File: config.mk
export PLATFORM = sky130hd
export DESIGN_NAME = generic_bus_arbiter_flat
export DESIGN_NICKNAME = d
export VERILOG_FILES = /design/src/rtl/generic_bus_arbiter_if.sv /design/src/rtl/generic_bus_arbiter.sv /design/src/flat_wrapper.sv
export SDC_FILE = /design/constraint.sdc
export NUM_CORES = 1
export LEC_CHECK = 0
export BUFFER_PORTS_ARGS = -buffer_cell sky130_fd_sc_hd__buf_4
export CAP_MARGIN = 20
export CORE_AREA = 4 4 105 107
export CTS_BUF_LIST = sky130_fd_sc_hd__clkbuf_4
export DETAILED_ROUTE_END_ITERATION = 7
export DIE_AREA = 0 0 109 111
export PLACE_DENSITY = 0.58
export REMOVE_ABC_BUFFERS = 1
export SETUP_SLACK_MARGIN = 0.3
export SYNTH_ARGS = -nofsm -noshare
export SYNTH_HDL_FRONTEND = slang
export SYNTH_SLANG_ARGS = --single-unit
File: constraint.sdc
create_clock -name CLK -period 1.6 [get_ports CLK]
set_input_delay 0.32 -clock CLK [delete_from_list [all_inputs] [get_ports CLK]]
set_output_delay 0.32 -clock CLK [all_outputs]
set_load 0.02 [all_outputs]
File: src/rtl/generic_bus_arbiter_if.sv
// Signal bundle between the two pipeline bus masters, the arbiter and the memory-side bus.
// The slave modport is the arbiter's view; the master modport is the surrounding system's view.
interface generic_bus_arbiter_if;
    logic [31:0] i_addr;
    logic        i_ren;
    logic [31:0] i_rdata;
    logic        i_busy;

    logic [31:0] d_addr;
    logic [31:0] d_wdata;
    logic        d_ren;
    logic        d_wen;
    logic [3:0]  d_byte_en;
    logic [31:0] d_rdata;
    logic        d_busy;

    logic [31:0] out_addr;
    logic [31:0] out_wdata;
    logic        out_ren;
    logic        out_wen;
    logic [3:0]  out_byte_en;
    logic [31:0] out_rdata;
    logic        out_busy;

    modport slave (
        input  i_addr, i_ren,
        output i_rdata, i_busy,
        input  d_addr, d_wdata, d_ren, d_wen, d_byte_en,
        output d_rdata, d_busy,
        output out_addr, out_wdata, out_ren, out_wen, out_byte_en,
        input  out_rdata, out_busy
    );

    modport master (
        output i_addr, i_ren,
        input  i_rdata, i_busy,
        output d_addr, d_wdata, d_ren, d_wen, d_byte_en,
        input  d_rdata, d_busy,
        input  out_addr, out_wdata, out_ren, out_wen, out_byte_en,
        output out_rdata, out_busy
    );
endinterface

File: src/rtl/generic_bus_arbiter.sv
// Two-to-one fetch/data arbiter onto a single downstream generic bus, data has priority.
// Optional fetch anti-starvation counter is enabled by defining ARB_STARVE_GUARD_EN.
module generic_bus_arbiter #(
    parameter int STARVE_LIMIT = 4
) (
    input  logic                 CLK,
    input  logic                 nRST,
    generic_bus_arbiter_if.slave bus
);

    typedef enum logic [1:0] {
        IDLE    = 2'd0,
        GRANT_I = 2'd1,
        GRANT_D = 2'd2
    } state_t;

    state_t r_state;
    state_t w_next_state;
    logic   w_fetch_starved;

    if ((STARVE_LIMIT < 1) || (STARVE_LIMIT > 15)) begin : g_bad_starve_limit
        $error("generic_bus_arbiter: STARVE_LIMIT must be within 1..15");
    end

    always_ff @(posedge CLK) begin
        if (!nRST) begin
            r_state <= IDLE;
        end else begin
            r_state <= w_next_state;
        end
    end

`ifdef ARB_STARVE_GUARD_EN
    localparam logic [3:0] LIMIT = 4'(STARVE_LIMIT);

    logic [3:0] r_starve_cnt;

    assign w_fetch_starved = (r_starve_cnt == LIMIT) && bus.i_ren;

    // Counts data grants that overtook a waiting fetch; any grant without a waiting fetch resets it.
    always_ff @(posedge CLK) begin
        if (!nRST) begin
            r_starve_cnt <= 4'd0;
        end else if (r_state == IDLE) begin
            if (w_next_state == GRANT_I) begin
                r_starve_cnt <= 4'd0;
            end else if (w_next_state == GRANT_D) begin
                if (!bus.i_ren) begin
                    r_starve_cnt <= 4'd0;
                end else if (r_starve_cnt != LIMIT) begin
                    r_starve_cnt <= r_starve_cnt + 4'd1;
                end
            end
        end
    end
`else
    assign w_fetch_starved = 1'b0;
`endif

    assign bus.i_rdata = bus.out_rdata;
    assign bus.d_rdata = bus.out_rdata;

    always_comb begin
        w_next_state    = r_state;
        bus.out_addr    = 32'd0;
        bus.out_wdata   = 32'd0;
        bus.out_ren     = 1'b0;
        bus.out_wen     = 1'b0;
        bus.out_byte_en = 4'd0;
        bus.i_busy      = 1'b1;
        bus.d_busy      = 1'b1;

        unique case (r_state)
            IDLE: begin
                if (w_fetch_starved) begin
                    w_next_state = GRANT_I;
                end else if (bus.d_ren || bus.d_wen) begin
                    w_next_state = GRANT_D;
                end else if (bus.i_ren) begin
                    w_next_state = GRANT_I;
                end
            end

            GRANT_I: begin
                bus.out_addr    = bus.i_addr;
                bus.out_ren     = bus.i_ren;
                bus.out_byte_en = 4'b1111;
                // A dropped request abandons the grant without signalling completion.
                if (!bus.i_ren) begin
                    w_next_state = IDLE;
                end else if (!bus.out_busy) begin
                    bus.i_busy   = 1'b0;
                    w_next_state = IDLE;
                end
            end

            GRANT_D: begin
                bus.out_addr    = bus.d_addr;
                bus.out_wdata   = bus.d_wdata;
                bus.out_ren     = bus.d_ren;
                bus.out_wen     = bus.d_wen;
                bus.out_byte_en = bus.d_byte_en;
                if (!(bus.d_ren || bus.d_wen)) begin
                    w_next_state = IDLE;
                end else if (!bus.out_busy) begin
                    bus.d_busy   = 1'b0;
                    w_next_state = IDLE;
                end
            end

            default: begin
                w_next_state = IDLE;
            end
        endcase
    end

endmodule
File: src/flat_wrapper.sv
// flat-port wrapper written by rule: the top's interface ports become plain ports
module generic_bus_arbiter_flat 
#(
    parameter int STARVE_LIMIT = 4
)
  (CLK, nRST, bus_i_addr, bus_i_ren, bus_i_rdata, bus_i_busy, bus_d_addr, bus_d_wdata, bus_d_ren, bus_d_wen, bus_d_byte_en, bus_d_rdata, bus_d_busy, bus_out_addr, bus_out_wdata, bus_out_ren, bus_out_wen, bus_out_byte_en, bus_out_rdata, bus_out_busy);
  generic_bus_arbiter_if bus_i ();
  input  logic CLK;
  input  logic nRST;
  input wire logic [$bits(bus_i.i_addr)-1:0] bus_i_addr;
  input wire logic [$bits(bus_i.i_ren)-1:0] bus_i_ren;
  output wire logic [$bits(bus_i.i_rdata)-1:0] bus_i_rdata;
  output wire logic [$bits(bus_i.i_busy)-1:0] bus_i_busy;
  input wire logic [$bits(bus_i.d_addr)-1:0] bus_d_addr;
  input wire logic [$bits(bus_i.d_wdata)-1:0] bus_d_wdata;
  input wire logic [$bits(bus_i.d_ren)-1:0] bus_d_ren;
  input wire logic [$bits(bus_i.d_wen)-1:0] bus_d_wen;
  input wire logic [$bits(bus_i.d_byte_en)-1:0] bus_d_byte_en;
  output wire logic [$bits(bus_i.d_rdata)-1:0] bus_d_rdata;
  output wire logic [$bits(bus_i.d_busy)-1:0] bus_d_busy;
  output wire logic [$bits(bus_i.out_addr)-1:0] bus_out_addr;
  output wire logic [$bits(bus_i.out_wdata)-1:0] bus_out_wdata;
  output wire logic [$bits(bus_i.out_ren)-1:0] bus_out_ren;
  output wire logic [$bits(bus_i.out_wen)-1:0] bus_out_wen;
  output wire logic [$bits(bus_i.out_byte_en)-1:0] bus_out_byte_en;
  input wire logic [$bits(bus_i.out_rdata)-1:0] bus_out_rdata;
  input wire logic [$bits(bus_i.out_busy)-1:0] bus_out_busy;
  assign bus_i.i_addr = bus_i_addr;
  assign bus_i.i_ren = bus_i_ren;
  assign bus_i_rdata = bus_i.i_rdata;
  assign bus_i_busy = bus_i.i_busy;
  assign bus_i.d_addr = bus_d_addr;
  assign bus_i.d_wdata = bus_d_wdata;
  assign bus_i.d_ren = bus_d_ren;
  assign bus_i.d_wen = bus_d_wen;
  assign bus_i.d_byte_en = bus_d_byte_en;
  assign bus_d_rdata = bus_i.d_rdata;
  assign bus_d_busy = bus_i.d_busy;
  assign bus_out_addr = bus_i.out_addr;
  assign bus_out_wdata = bus_i.out_wdata;
  assign bus_out_ren = bus_i.out_ren;
  assign bus_out_wen = bus_i.out_wen;
  assign bus_out_byte_en = bus_i.out_byte_en;
  assign bus_i.out_rdata = bus_out_rdata;
  assign bus_i.out_busy = bus_out_busy;
  generic_bus_arbiter #(.STARVE_LIMIT(STARVE_LIMIT)) u_core (.CLK(CLK), .nRST(nRST), .bus(bus_i));
endmodule
* Word-level counts from Yosys, hierarchy flattened
Index checks and enable logic that the tools add are counted.
** Word-level totals
- Register bits after elaboration :: 2
- Bits in latches :: 0
- RAM bits :: 0
- Bits in read-only memories :: 0
- Output and inout bits :: 136
- Logic and storage cells :: 22
- Memories :: 0
** Operators by class
- $add $sub $neg :: 0
- $mul :: 0
- Divide/modulo/power cells :: 0
- $lt $le $gt $ge :: 0
- Equality and inequality tests :: 3
- Shift-type cells :: 0
- Mux-type cells :: 16
- Bitwise gates (word level) :: 0
- Reductions and logical operators :: 2
** Operators with widths (count)
- one-hot mux 32 bit (2 select lines) :: 1
- 2-to-1 mux 32 bit :: 1
- 2-to-1 mux 2 bit :: 5
- one-hot mux 4 bit (2 select lines) :: 1
- 2-to-1 mux 1 bit :: 6
- one-hot mux 2 bit (3 select lines) :: 1
- != test 3 x 2 -> 1 bit, second input constant :: 1
- equality test 2 x 1 -> 1 bit, second input constant :: 1
- equality test 2 bit, second input constant :: 1
- logical NOT 2 bit :: 1
- one-hot mux 1 bit (2 select lines) :: 1
- logical OR 1 bit :: 1

* Logic depth before layout (Yosys ltp)
Gate-level depths: netlist (run 1).
- Word-level depth :: 3
- Gate-level depth with buffers :: 6
- Depth with buffers taken out :: 5

* Worst setup path after synthesis (run 1)
Ideal clock, no wire load.
- Path kind :: register to output
- Start :: register u_core.r_state[1]
- End :: output bus_out_ren
- Arrival time :: 1.481 ns
- Path slack :: -0.201 ns
- Cell stages (with the launch flop) :: 6
- Path buffers :: 2
- Path through :: dfxtp_1 ha_1 clkbuf_1 buf_2 nand2_1 a21boi_0
** Between the ends
- Word-level cells in the longest chain between the ends :: 2
- Elaborated cells between the ends (all ways) :: 3
** RTL lines
- from (decl) :: line generic_bus_arbiter.sv:17 : state_t r_state;
- from (signal assigned) :: line generic_bus_arbiter.sv:29 : r_state <= w_next_state;
- equality test 2 bit / equality test 2 x 1 -> 1 bit (equally long branches) :: line generic_bus_arbiter.sv:73 : unique case (r_state)
- one-hot mux 1 bit (2 select lines) * :: line generic_bus_arbiter.sv:73
- to (decl) :: line flat_wrapper.sv:23 : output wire logic [$bits(bus_i.out_ren)-1:0] bus_out_ren;
Mark *: on every way between the ends. The rest lies on a longest branch, timed or not.

* Worst setup path after layout (run 1)
- Start :: register u_core.r_state[0]
- End :: output bus_out_addr[26]
** Between the ends
- Word-level cells in the longest chain between the ends :: 2
- Elaborated cells between the ends (all ways) :: 3
** RTL lines
- equality test 2 bit / equality test 2 x 1 -> 1 bit (equally long branches) :: line generic_bus_arbiter.sv:73
- one-hot mux 32 bit (2 select lines) * :: line generic_bus_arbiter.sv:73
- to (decl) :: line flat_wrapper.sv:21 : output wire logic [$bits(bus_i.out_addr)-1:0] bus_out_addr;
Marked as above.

==> impl_metrics.ini, run 1 <==
[outcome]
outcome = complete, but fails checks
failed_checks = negative setup slack

[final_layout]
top_register = u_core.r_state
reg_top3 = u_core.r_state (2)
design_area_mm2 = 0.00320
largest_register_ff_count = 2
layout_common_cells = buf_4 (155), buf_6 (32), and2_1 (24)
diodes = 0
finish.net_count = 480
fillers = 1065
layout-drive-gt1-share_pct = 77.9
area_growth_pct = 115
final_common_cell = buf_4
seq_area_um2 = 47.5
multi_input_area_mm2 = 0.00114
final_util_pct = 31.6
stdcell_count = 471

[floorplan]
die_h_um = 111
pin_count = 274
rows = 37
start_util_pct = 14.7
dieArea_mm2 = 0.0121
dieWidth_um = 109
core_mm2 = 0.0101

[sta]
tightest_slew_ps = 299
slew_violations = 0
period_needed_ps = 1810
rsz0062_at_grt = yes
whs_ps = 358
fin_crit_sh_pct = 113
finalSetupViolCount = 70
setup_tns_ps = -9880
slew_headroom_pct = 80.0
fin_ws_ps = -211
fmax_mhz = 552
fin_skew_ps = 0.612
hold_violations = 0

[placed_design]
io_buffers = 177
place_hpwl_um = 8910
dpl.cell_count = 453
gp_congestion = 0.818
dpl_cell_area_mm2 = 0.00254
pre_cts_slack_ps = -54.6

[yosys]
syn_area_mm2 = 0.00149
ys_warn_count = 0
synthCells = 213
synth_area_leaders = buf_4 (32%), a22oi_1 (16%), nor2b_1 (15%)
postSynthAreaPerCell_um2 = 6.98
synth_cell_types = 22
yosysTopAreaCellShare_pct = 32.3
synth-seq-area-share_pct = 2.69
yosys.area.top_type = buf_4
synth_seq_cells = 2

[critical_path]
arrival_ps = 1490
r2r_start = u_core.r_state[0]$_SDFFE_PN0P_
path_class = reg2out
cp-start-kind = flip-flop
r2r_slack_ps = 280
r2r-end = u_core.r_state[0]$_SDFFE_PN0P_
end_kind = output port
worstPathRequired_ps = 1280
r2r_cells = 7
critPathMaxFanout = 18

[route]
num_vias = 2078
via_per_inst = 4.41
routedWlPerCell_um = 25.0
route.detailed.drc = 0
antenna_left = 0
wirelength_um = 11800
dr.pass1.iters = 4
drtIter0Drc = 157

[power_and_ir_drop]
total_power_mw = 1.46
p_per_area_mw_per_mm2 = 456
p_sw_share_pct = 40.3
p_sw_mw = 0.588
sequentialPowerShare_pct = 4.5
intPower_mw = 0.870
p_leak_nw = 1.44
ir_drop_uv = 191
clock_power_share_pct = 7.9
power_frac_comb_pct = 87.6

[min_path]
hold_depth = 2
hold_end = u_core.r_state[0]$_SDFFE_PN0P_
hold_start = nRST
worstHoldPathType = in2reg

[clocking]
clock_sinks = 2
cts_made_buffers = 3
clk_latency_ps = 230
cts_tree = done
clk_pin_slew_ps = 30
cts_root_buffer = clkbuf_4
cts_max_path_buffers = 2
cts_max_level = 1

[grt]
grt_remaining_overflow = 0
grt_use_total_pct = 17.5
grt_pass1_wl_um = 15500
grt_max_degree = 37
grt_pass1_vias = 2229
grt_use_met1_pct = 18.9
use_met2_pct = 26.0
use_met3_pct = 15.2
antenna_found_initial = 0
busiest_layer = met2

[flow_run]
max_cap_viol_count = 0
-- synthesized netlist by cell type --
library cell,n
nand2_1,4
nor3b_1,2
or2_2,2
a22oi_1,32
o21ai_0,3
buf_4,64
and2_2,1
ha_1,5
o211ai_1,1
nor4b_4,1
and2_1,33
a21boi_0,1
o221a_1,1
nor2b_1,36
a21oi_1,5
nor2_1,1
a32o_1,1
clkbuf_1,8
buf_2,7
nand4_1,1
inv_1,2
dfxtp_1,2
-- critical path: stages, from the launching register on --
cell	delay (ps)
dfxtp_4	350
buf_6	120
ha_4	190
buf_12	160
a22oi_1	210
nor2b_2	60
buf_4	160
-- how the worst max path moves through the flow --
stage                               endpoint  cells past startpoint  slack (ps)                      startpoint
after floorplan                  bus_out_ren                      4        -590  u_core.r_state[1]$_SDFFE_PN0P_
after global placement      bus_out_addr[16]                      6         -10  u_core.r_state[0]$_SDFFE_PN0P_
after global routing        bus_out_addr[26]                      6        -250  u_core.r_state[0]$_SDFFE_PN0P_
after CTS                 bus_out_byte_en[3]                      5        -180  u_core.r_state[1]$_SDFFE_PN0P_
after detailed placement  bus_out_byte_en[3]                      5         -50  u_core.r_state[1]$_SDFFE_PN0P_
final                       bus_out_addr[26]                      6        -210  u_core.r_state[0]$_SDFFE_PN0P_
-- power groups by stage --
stage,Combinational (mW),Sequential [mW],Clock [mW]
after floorplan,0.407,0.0608,0
after global placement,0.914,0.0598,0
after detailed placement,0.925,0.0604,0
after CTS,1.19,0.0653,0.117
after global routing,1.36,0.0663,0.122
final,1.28,0.0654,0.115
-- final cells by class --
cell class                 count  area share (%)
clock buffer                   3           0.704
inverter                       2           0.391
multi-input combinational    130            35.5
sequential                     2            1.49
tap                          136            5.32
timing repair buffer         198            56.6
-- timing repair --
| action | in CTS | in global routing |
|---|---|---|
| hold buffers | 0 | 0 |
| setup buffers | 5 | 2 |
| gates cloned | 6 | 2 |
| pin swaps | 3 | 1 |
| resized for setup | 70 | 33 |
| endpoints found under the setup margin | 74 | 74 |
-- routing by layer --
metal,wire [um],part of all wire (%)
met2,5010,43
met3,2320,20
met4,39,0.33
met5,124,1.1
met1,4260,36
-- cell families (layout without fill, tap and decap cells) --
logic type / after synthesis / after routing / share of synthesized area, %
compound gates: 44 / 44 / 21.3
buf+inv: 81 / 203 / 37.2
simple gates: 81 / 81 / 34.7
flops: 2 / 2 / 2.69
fa+ha+maj: 5 / 5 / 4.21
No activity file was read; power rests on OpenSTA's default activity.
==> run 2, diff against run 1 <==
--- a/config.mk
+++ b/config.mk
@@ -14,6 +14,7 @@
 export PLACE_DENSITY = 0.58
 export REMOVE_ABC_BUFFERS = 1
 export SETUP_SLACK_MARGIN = 0.3
+export SKIP_CTS_REPAIR_TIMING = 1
 export SYNTH_ARGS = -nofsm -noshare
 export SYNTH_HDL_FRONTEND = slang
 export SYNTH_SLANG_ARGS = --single-unit
==> run 2 against run 1 <==
The run still ends with negative setup slack left. Largest power group unchanged. Non-clock buffer count decreased by 2. Critical path depth shrank 1. Global-route usage is 2.1 points lower. Cell area increased by 1.8%. Cell count shrank 0.42%. Critical endpoint is now bus_d_busy. Largest cell class unchanged.
==> impl_metrics.ini, run 2 (synthesis results as in run 1) <==
[critical_path]
r2r_start = u_core.r_state[0]$_SDFFE_PN0P_
r2r_slack_ps = 270
worstPathRequired_ps = 1280
cp-endpoint = bus_d_busy
r2r_cells = 5
end_kind = output port
cp_cell_sequence = inv_6, ha_4, o21ai_1, or2_2, buf_4
critPathLaunch = u_core.r_state[0]$_SDFFE_PN0P_
cp-start-kind = flip-flop
arrival_ps = 1460
max_stage_delay_ps = 360
r2r-end = u_core.r_state[0]$_SDFFE_PN0P_
cp_slowest_cell = dfxtp_4
critPathMaxFanout = 6
path_class = reg2out

[final_layout]
reg_top3 = u_core.r_state (2)
top_register = u_core.r_state
layout_common_cells = buf_4 (143), buf_6 (41), and2_4 (33)
diodes = 0
seq_area_um2 = 47.5
multi_input_area_mm2 = 0.00121
final_common_cell = buf_4
layout-drive-gt1-share_pct = 85.3
fillers = 1063
finish.net_count = 478
largest_register_ff_count = 2
area_growth_pct = 119

[clocking]
cts_tree = done
cts_root_buffer = clkbuf_4
cts_made_buffers = 3
clock_sinks = 2
cts_max_level = 1
cts_max_path_buffers = 2
clk_pin_slew_ps = 30
clk_latency_ps = 230

[power_and_ir_drop]
power_frac_comb_pct = 87.8
clock_power_share_pct = 7.7
p_leak_nw = 1.46
p_sw_share_pct = 40.1
ir_drop_uv = 201
sequentialPowerShare_pct = 4.5
intPower_mw = 0.870
p_per_area_mw_per_mm2 = 446
p_sw_mw = 0.583

[outcome]
failed_checks = negative setup slack
outcome = complete, but fails checks

[grt]
grt_pass1_wl_um = 13700
grt_max_degree = 39
use_met3_pct = 14.9
grt_use_met1_pct = 15.9
grt_use_total_pct = 15.4
grt_remaining_overflow = 0
busiest_layer = met2
use_met2_pct = 22.7
antenna_found_initial = 0
grt_pass1_vias = 2060

[sta]
fin_crit_sh_pct = 111
hold_violations = 0
fin_skew_ps = 2.98
tightest_slew_ps = 322
slew_violations = 0
rsz0062_at_grt = yes
fmax_mhz = 562
fin_ws_ps = -180
whs_ps = 367
slew_headroom_pct = 78.4
finalSetupViolCount = 72
period_needed_ps = 1780

[route]
dr.pass1.iters = 4
drtIter0Drc = 111
routedWlPerCell_um = 24.7
wirelength_um = 11600
route.detailed.drc = 0
via_per_inst = 4.44
num_vias = 2081
antenna_left = 0

[floorplan]
core_mm2 = 0.0101
die_h_um = 111
pin_count = 274
dieWidth_um = 109
dieArea_mm2 = 0.0121
start_util_pct = 14.7
rows = 37

[min_path]
worstHoldPathType = in2reg

[placed_design]
pre_cts_slack_ps = -54.6
gp_congestion = 0.818
io_buffers = 177
place_hpwl_um = 8910

[flow_run]
max_cap_viol_count = 0
## run 2: changes by cell type in the layout (fill, tap and decap cells not counted), moves of 4 or more
cell and change:
buf_6 +9, and2_1 -23, buf_4 -12, and2_4 +24
clkbuf_16 +4
## run 2: metal layers
metal	up-vias	routed length, um	share of wire (%)
met5	-	124	1.1
met2	208	4970	43
met1	963	4150	36
met3	10	2280	20
met4	4	65	0.56
li1	896	-	-
## run 2: through the flow
step / std cells / utilization [%] / total power [mW] / TNS (ps) / cell area, um^2
2_1_floorplan: 134 / - / 0.468 / -15520 / 942
3_3_place_gp: 453 / 25.0 / 0.974 / -19.0 / 2540
3_5_place_dp: 453 / 25.0 / 0.985 / -1220 / 2540
4_1_cts: 456 / 25.2 / 1.10 / -15400 / 2560
5_1_grt: 469 / 32.1 / 1.55 / -11960 / 3260
6_report: 469 / 32.1 / 1.45 / -8230 / 3260
## run 2: area by class of cell
class                      count  area share [%]
clock buffer                   3           0.692
inverter                       2           0.461
multi-input combinational    130            37.2
sequential                     2            1.46
tap                          136            5.22
timing repair buffer         196            55.0
## run 2: worst max-delay path: cells and delay by family (launching register included)
family | cells | cell delay (ps)
DFF | 1 | 360
and+or+nand+nor | 1 | 280
buffers and inverters | 2 | 250
adders and majority gates | 1 | 230
AOI/OAI and AO/OA | 1 | 120
## run 2: how the worst min path moves through the flow
stage | start | to | slack [ps] | cells after the start
after floorplan | nRST | u_core.r_state[0]$_SDFFE_PN0P_ | 460 | 1
after global placement | nRST | u_core.r_state[0]$_SDFFE_PN0P_ | 600 | 2
after detailed placement | nRST | u_core.r_state[1]$_SDFFE_PN0P_ | 590 | 2
after CTS | nRST | u_core.r_state[1]$_SDFFE_PN0P_ | 360 | 2
after global routing | nRST | u_core.r_state[0]$_SDFFE_PN0P_ | 370 | 2
final | nRST | u_core.r_state[1]$_SDFFE_PN0P_ | 370 | 2
## run 2: power groups by stage
stage / registers, mW / clock network, mW / logic (mW)
after floorplan: 0.0608 / 0 / 0.407
after global routing: 0.0665 / 0.122 / 1.36
after detailed placement: 0.0604 / 0 / 0.925
after global placement: 0.0598 / 0 / 0.914
after CTS: 0.0598 / 0.118 / 0.926
final: 0.0657 / 0.112 / 1.28
